$ cat src/rtl/pipe_ctrl_if.sv
// Control bundle between the 5-stage core pipeline and its sequencing controller.
// Core-side hazard/decode flags in one direction, stage enables/flushes and status back.
interface pipe_ctrl_if;
  logic        id_stall_flag;
  logic        id_valid_inst;
  logic        id_illegal;
  logic        if_id_valid_inst;
  logic        id_is_mul;
  logic        id_is_ebreak;
  logic        ex_take_branch;

  logic        if_pc_en;
  logic        if_id_en;
  logic        if_id_flush;
  logic        id_ex_en;
  logic        id_ex_bubble;
  logic        ex_mem_bubble;
  logic        halted;
  logic        halt_illegal;
  logic [1:0]  ctrl_state;
  logic [31:0] stall_cycles;

  // Pipeline side: raises hazard/decode flags, consumes stage controls.
  modport master (
    output id_stall_flag, id_valid_inst, id_illegal, if_id_valid_inst,
           id_is_mul, id_is_ebreak, ex_take_branch,
    input  if_pc_en, if_id_en, if_id_flush, id_ex_en, id_ex_bubble,
           ex_mem_bubble, halted, halt_illegal, ctrl_state, stall_cycles
  );

  // Controller side.
  modport slave (
    input  id_stall_flag, id_valid_inst, id_illegal, if_id_valid_inst,
           id_is_mul, id_is_ebreak, ex_take_branch,
    output if_pc_en, if_id_en, if_id_flush, id_ex_en, id_ex_bubble,
           ex_mem_bubble, halted, halt_illegal, ctrl_state, stall_cycles
  );
endinterface

$ cat src/rtl/pipe_ctrl.sv
// Pipeline sequencer: stage enables/flush/bubble from hazard, branch, MUL and halt events.
// Zero-latency combinational controls; stalls the front end itself, no upstream backpressure.
module pipe_ctrl #(
  parameter int MUL_LAT      = 3,
  parameter int DRAIN_CYCLES = 3
) (
  input  logic         clk,
  input  logic         rst,
  pipe_ctrl_if.slave   bus
);

  typedef enum logic [1:0] {
    S_RUN      = 2'd0,
    S_MUL_BUSY = 2'd1,
    S_DRAIN    = 2'd2,
    S_HALTED   = 2'd3
  } state_t;

  state_t      state, state_nxt;
  logic [3:0]  cnt, cnt_nxt;
  logic        halted_q;
  logic        halt_illegal_q, halt_illegal_nxt;
  logic [31:0] stall_cnt;

  logic pc_en, ifid_en, ifid_flush, idex_en, idex_bubble, exmem_bubble;
  logic halt_req;

  assign halt_req = bus.if_id_valid_inst & (bus.id_is_ebreak | bus.id_illegal);

  always_comb begin
    state_nxt        = state;
    cnt_nxt          = cnt;
    halt_illegal_nxt = halt_illegal_q;
    pc_en            = 1'b1;
    ifid_en          = 1'b1;
    ifid_flush       = 1'b0;
    idex_en          = 1'b1;
    idex_bubble      = 1'b0;
    exmem_bubble     = 1'b0;

    case (state)
      S_RUN: begin
        // A taken branch kills whatever sits in ID, so it outranks every ID-side event.
        if (bus.ex_take_branch) begin
          ifid_flush  = 1'b1;
          idex_bubble = 1'b1;
        end else if (bus.id_stall_flag) begin
          pc_en       = 1'b0;
          ifid_en     = 1'b0;
          idex_bubble = 1'b1;
        end else if (halt_req) begin
          pc_en            = 1'b0;
          ifid_en          = 1'b0;
          idex_bubble      = 1'b1;
          halt_illegal_nxt = bus.id_illegal;
          cnt_nxt          = 4'(DRAIN_CYCLES);
          state_nxt        = S_DRAIN;
        end else if (bus.id_valid_inst && bus.id_is_mul && (MUL_LAT > 1)) begin
          cnt_nxt   = 4'(MUL_LAT - 1);
          state_nxt = S_MUL_BUSY;
        end
      end
      S_MUL_BUSY: begin
        pc_en        = 1'b0;
        ifid_en      = 1'b0;
        idex_en      = 1'b0;
        exmem_bubble = 1'b1;
        cnt_nxt      = cnt - 4'd1;
        if (cnt == 4'd1) state_nxt = S_RUN;
      end
      S_DRAIN: begin
        pc_en       = 1'b0;
        ifid_en     = 1'b0;
        idex_bubble = 1'b1;
        cnt_nxt     = cnt - 4'd1;
        if (cnt == 4'd1) state_nxt = S_HALTED;
      end
      S_HALTED: begin
        pc_en        = 1'b0;
        ifid_en      = 1'b0;
        idex_en      = 1'b0;
        idex_bubble  = 1'b1;
        exmem_bubble = 1'b1;
      end
      default: state_nxt = S_RUN;
    endcase
  end

  always_ff @(posedge clk) begin
    if (!rst) begin
      state          <= S_RUN;
      cnt            <= 4'd0;
      halted_q       <= 1'b0;
      halt_illegal_q <= 1'b0;
      stall_cnt      <= 32'd0;
    end else begin
      state          <= state_nxt;
      cnt            <= cnt_nxt;
      halted_q       <= (state_nxt == S_HALTED);
      halt_illegal_q <= halt_illegal_nxt;
      if (!pc_en && state != S_HALTED) stall_cnt <= stall_cnt + 32'd1;
    end
  end

  // Reset holds the front end and injects NOPs regardless of the registered state.
  assign bus.if_pc_en      = rst & pc_en;
  assign bus.if_id_en      = rst & ifid_en;
  assign bus.if_id_flush   = ~rst | ifid_flush;
  assign bus.id_ex_en      = ~rst | idex_en;
  assign bus.id_ex_bubble  = ~rst | idex_bubble;
  assign bus.ex_mem_bubble = ~rst | exmem_bubble;
  assign bus.halted        = halted_q;
  assign bus.halt_illegal  = halt_illegal_q;
  assign bus.ctrl_state    = state;
  assign bus.stall_cycles  = stall_cnt;

endmodule

$ cat src/flat_wrapper.sv
// flat-port wrapper written by rule: the top's interface ports become plain ports
module pipe_ctrl_flat 
#(
  parameter int MUL_LAT      = 3,
  parameter int DRAIN_CYCLES = 3
)
  (clk, rst, bus_id_stall_flag, bus_id_valid_inst, bus_id_illegal, bus_if_id_valid_inst, bus_id_is_mul, bus_id_is_ebreak, bus_ex_take_branch, bus_if_pc_en, bus_if_id_en, bus_if_id_flush, bus_id_ex_en, bus_id_ex_bubble, bus_ex_mem_bubble, bus_halted, bus_halt_illegal, bus_ctrl_state, bus_stall_cycles);
  pipe_ctrl_if bus_i ();
  input  logic clk;
  input  logic rst;
  input wire logic [$bits(bus_i.id_stall_flag)-1:0] bus_id_stall_flag;
  input wire logic [$bits(bus_i.id_valid_inst)-1:0] bus_id_valid_inst;
  input wire logic [$bits(bus_i.id_illegal)-1:0] bus_id_illegal;
  input wire logic [$bits(bus_i.if_id_valid_inst)-1:0] bus_if_id_valid_inst;
  input wire logic [$bits(bus_i.id_is_mul)-1:0] bus_id_is_mul;
  input wire logic [$bits(bus_i.id_is_ebreak)-1:0] bus_id_is_ebreak;
  input wire logic [$bits(bus_i.ex_take_branch)-1:0] bus_ex_take_branch;
  output wire logic [$bits(bus_i.if_pc_en)-1:0] bus_if_pc_en;
  output wire logic [$bits(bus_i.if_id_en)-1:0] bus_if_id_en;
  output wire logic [$bits(bus_i.if_id_flush)-1:0] bus_if_id_flush;
  output wire logic [$bits(bus_i.id_ex_en)-1:0] bus_id_ex_en;
  output wire logic [$bits(bus_i.id_ex_bubble)-1:0] bus_id_ex_bubble;
  output wire logic [$bits(bus_i.ex_mem_bubble)-1:0] bus_ex_mem_bubble;
  output wire logic [$bits(bus_i.halted)-1:0] bus_halted;
  output wire logic [$bits(bus_i.halt_illegal)-1:0] bus_halt_illegal;
  output wire logic [$bits(bus_i.ctrl_state)-1:0] bus_ctrl_state;
  output wire logic [$bits(bus_i.stall_cycles)-1:0] bus_stall_cycles;
  assign bus_i.id_stall_flag = bus_id_stall_flag;
  assign bus_i.id_valid_inst = bus_id_valid_inst;
  assign bus_i.id_illegal = bus_id_illegal;
  assign bus_i.if_id_valid_inst = bus_if_id_valid_inst;
  assign bus_i.id_is_mul = bus_id_is_mul;
  assign bus_i.id_is_ebreak = bus_id_is_ebreak;
  assign bus_i.ex_take_branch = bus_ex_take_branch;
  assign bus_if_pc_en = bus_i.if_pc_en;
  assign bus_if_id_en = bus_i.if_id_en;
  assign bus_if_id_flush = bus_i.if_id_flush;
  assign bus_id_ex_en = bus_i.id_ex_en;
  assign bus_id_ex_bubble = bus_i.id_ex_bubble;
  assign bus_ex_mem_bubble = bus_i.ex_mem_bubble;
  assign bus_halted = bus_i.halted;
  assign bus_halt_illegal = bus_i.halt_illegal;
  assign bus_ctrl_state = bus_i.ctrl_state;
  assign bus_stall_cycles = bus_i.stall_cycles;
  pipe_ctrl #(.MUL_LAT(MUL_LAT), .DRAIN_CYCLES(DRAIN_CYCLES)) u_core (.clk(clk), .rst(rst), .bus(bus_i));
endmodule
$ cat config.mk
export PLATFORM = sky130hd
export DESIGN_NAME = pipe_ctrl_flat
export DESIGN_NICKNAME = d
export VERILOG_FILES = /design/src/rtl/pipe_ctrl_if.sv /design/src/rtl/pipe_ctrl.sv /design/src/flat_wrapper.sv
export SDC_FILE = /design/constraint.sdc
export NUM_CORES = 1
export LEC_CHECK = 0
export ABC_AREA = 1
export BUFFER_PORTS_ARGS = -buffer_cell sky130_fd_sc_hd__buf_2
export CORE_ASPECT_RATIO = 0.7
export CORE_MARGIN = 5
export CORE_UTILIZATION = 50
export DETAILED_ROUTE_END_ITERATION = 16
export HOLD_SLACK_MARGIN = 0.1
export MAX_ROUTING_LAYER = met4
export PLACE_DENSITY = 0.76
export SYNTH_ARGS = -nofsm -noshare
export SYNTH_HDL_FRONTEND = slang
export SYNTH_SLANG_ARGS = --single-unit
export TNS_END_PERCENT = 20
$ cat constraint.sdc
create_clock -name clk -period 1.5 [get_ports clk]
set_input_delay 0.15 -clock clk [delete_from_list [all_inputs] [get_ports clk]]
set_output_delay 0.15 -clock clk [all_outputs]
set_load 0.03 [all_outputs]
==> impl_metrics.py <==
metrics = {
    "synth": {
        "synth_top_area_cell": "dfxtp_1",
        "synthAdderAreaFrac": 0.0425,
        "synth_edf_count": 0,
        "yosysSeqAreaShare": 0.302,
        "post-synth-top-count-cell": "nand2_1",
        "synth.distinct_cells": 28,
        "synth_top_family_by_area": "simple AND/OR/NAND/NOR gates",
        "synth_compound_area_frac": 0.0873,
        "yosysWarnings": 0,
        "syn_area_per_cell_um2": 6.06,
        "synth.net_count": 456,
        "ys.flop_type": "dfxtp_1",
        "synth_area_leaders": "dfxtp_1 30%, nand2_1 23%, nor2_1 8.9%",
        "synth-simple-area-share": 0.441,
        "synth_top_cell_area_share": 0.302,
        "synthXorXnorAreaFrac": 0.0396,
        "ys_ff_latch": 40,
        "synth_cells": 438,
        "synthMuxAreaShare": 0,
        "syn_area_um2": 2650,
        "ys_top_cells_by_count": "163 x nand2_1, 63 x nor2_1, 41 x inv_1",
        "postSynth.asyncResetShare": 0,
    },
    "floorplanning": {
        "die-height_um": 70.9,
        "core-area_um2": 5200,
        "num_rows": 22,
        "start_util": 0.510,
        "die-area_um2": 6890,
        "chipWidth_um": 97.1,
        "boundaryPins": 51,
    },
    "setup_path": {
        "reg2regPathDepth": 9,
        "worstPathArrival_ns": 1.40,
        "critical_path.max_fanout": 5,
        "criticalPathCategory": "reg2out",
        "startpoint_type": "flip-flop",
        "endpoint_kind": "output pin",
        "cp_data_required_time_ns": 1.35,
    },
    "sta": {
        "fin_crit_sh": 1.03,
        "slew_headroom": 0.811,
        "slew_viol_final": 0,
        "period_needed_ns": 1.55,
        "max_slew.worst_pin.slew_ns": 0.283,
        "setup_viol": 3,
        "timing.final.hold_violations": 0,
        "timing.final.ws_setup_ns": -0.0508,
        "rsz0062_at_grt": "true",
        "finClkSkew_ns": 0.0156,
        "max_freq_mhz": 645,
        "tns_ns": -0.113,
    },
    "placed_design": {
        "globalplace.congestion": 1.01,
        "hpwlAfterDp_um": 5610,
        "io_buffers": 50,
        "place_inst": 578,
        "place_area_um2": 3190,
    },
    "power": {
        "vdd_drop_max_uv": 578,
        "powerDensity_nw_per_um2": 856,
        "leakagePower_nw": 1.52,
    },
    "finish": {
        "fin_util": 0.697,
        "fin_nets": 541,
        "syn_to_final_growth_pct": 36.8,
        "multi_input_area_um2": 1820,
        "instances_no_fill": 596,
        "fillCellCount": 399,
        "ff_latch_area_um2": 827,
        "stdcell_area_um2": 3630,
        "num_antenna_cells": 0,
        "final_layout_size_suffix_gt1_frac": 0.328,
    },
    "clock_network": {
        "root_buffer": "clkbuf_8",
        "path_clk_slew_ns": 0.07,
        "clk_path_buf_depth": 2,
        "h-tree-depth": 2,
        "numCtsBuffers": 5,
        "clk_latency_ns": 0.30,
        "tritoncts": "built",
        "cts.sinks": 40,
        "ctsHoldBuffers": 0,
    },
    "routing": {
        "drt_iter0_drc": 238,
        "wirelength_um": 7900,
        "ant_nets": 0,
        "vias_per_cell": 5.08,
        "wl_per_cell_um": 13.3,
        "route.vias.total": 3027,
        "drc": 0,
        "dr.pass1.iters": 5,
    },
    "global_route": {
        "grt_max_degree": 24,
        "overflow": 0,
        "antenna_found_initial": 0,
        "grt_pass1_wl_um": 12600,
        "grt_util_all_layers": 0.226,
        "grt_pass1_vias": 2790,
    },
    "outcome": {
        "status": "complete, but fails checks",
        "violations": "setup timing",
    },
    "hold_path": {
        "min_path_type": "in2reg",
        "min_path_cells": 3,
    },
    "job": {
        "drv_cap": 0,
    },
}
==> critical path, stage by stage (launching register included) <==
cell     delay, ns
dfxtp_4       0.38
inv_4         0.05
ha_4          0.17
nand2_4       0.06
nand2_2       0.05
inv_2         0.06
nand3_2       0.05
nand2_1       0.06
nand2_1       0.07
buf_6         0.15
==> metal layers <==
metal	vias to the layer above	global-route usage	part of all wire
met3	11	0.0562	0.081
li1	1524	-	-
met4	0	0.0530	0.0097
met5	-	-	0
met1	1366	0.302	0.45
met2	126	0.347	0.46
==> metrics by stage <==
step | setup slack [ns] | hold WS (ns) | total power [mW]
final | -0.0508 | 0.192 | 3.10
after global routing | -0.0948 | 0.223 | 3.25
after CTS | -0.0300 | 0.196 | 2.95
after detailed placement | -0.0625 | 0.435 | 1.96
after global placement | 0.0359 | 0.428 | 1.95
after floorplan | -0.0125 | 0.341 | 1.72
==> report_power, final <==
part / internal, mW / total [mW] / switching [mW]
sequential: 1.12 / 1.17 / 0.0458
combinational: 0.416 / 1.05 / 0.637
clock: 0.494 / 0.887 / 0.392
==> state kept, by name (all words and copies together), names as in the netlist <==
| register | count |
|---|---|
| u_core.bus.halted | 1 |
| u_core.bus.halt_illegal | 1 |
| u_core.cnt | 4 |
| u_core.bus.stall_cycles | 32 |
| u_core.bus.ctrl_state | 2 |
==> logic make-up after synthesis <==
| kind of cell | count (synthesis) |
|---|---|
| AND/OR/NAND/NOR | 275 |
| buffers and inverters | 57 |
| AO/OA/AOI/OAI | 45 |
| flip-flops | 40 |
| adder cells (fa/ha/maj) | 9 |
| XOR/XNOR | 12 |
==> timing repair <==
action,CTS,global route
resized for setup,22,62
pin swaps,6,9
setup endpoints to repair,7,39
buffers inserted,8,2
==> layout make-up <==
class | count | area share
multi-input cells | 341 | 0.502
flip-flops and latches | 40 | 0.228
repair buffers | 88 | 0.164
inverters | 47 | 0.0514
well taps | 72 | 0.0248
clock buffers | 6 | 0.0200
clock inverters | 2 | 0.00966
==> worst paths after layout <==
| check | from | endpoint | slack (ns) |
|---|---|---|---|
| worst max register to register | u_core.bus.ctrl_state[0] | u_core.bus.stall_cycles[28] | 0.01 |
| worst max-delay path | u_core.bus.ctrl_state[0] | bus_id_ex_bubble | -0.05 |
| worst min register to register | u_core.bus.halt_illegal | u_core.bus.halt_illegal | 0.45 |
| worst min-delay path | bus_id_illegal | u_core.bus.halt_illegal | 0.19 |
==> layout by cell type, fill, tap and decap left out, drive strengths merged, types with 4 or more instances in the layout <==
master | synthesis | routed
o21ai | 18 | 18
dfxtp | 40 | 40
ha | 9 | 9
a21oi | 26 | 26
xnor2 | 4 | 4
nor2 | 75 | 75
nor3 | 8 | 8
buf | 6 | 88
nand3 | 20 | 20
inv | 46 | 46
xor2 | 8 | 8
nand2 | 168 | 168
clkbuf | 4 | 6
Power figures use the tool's default switching activity.
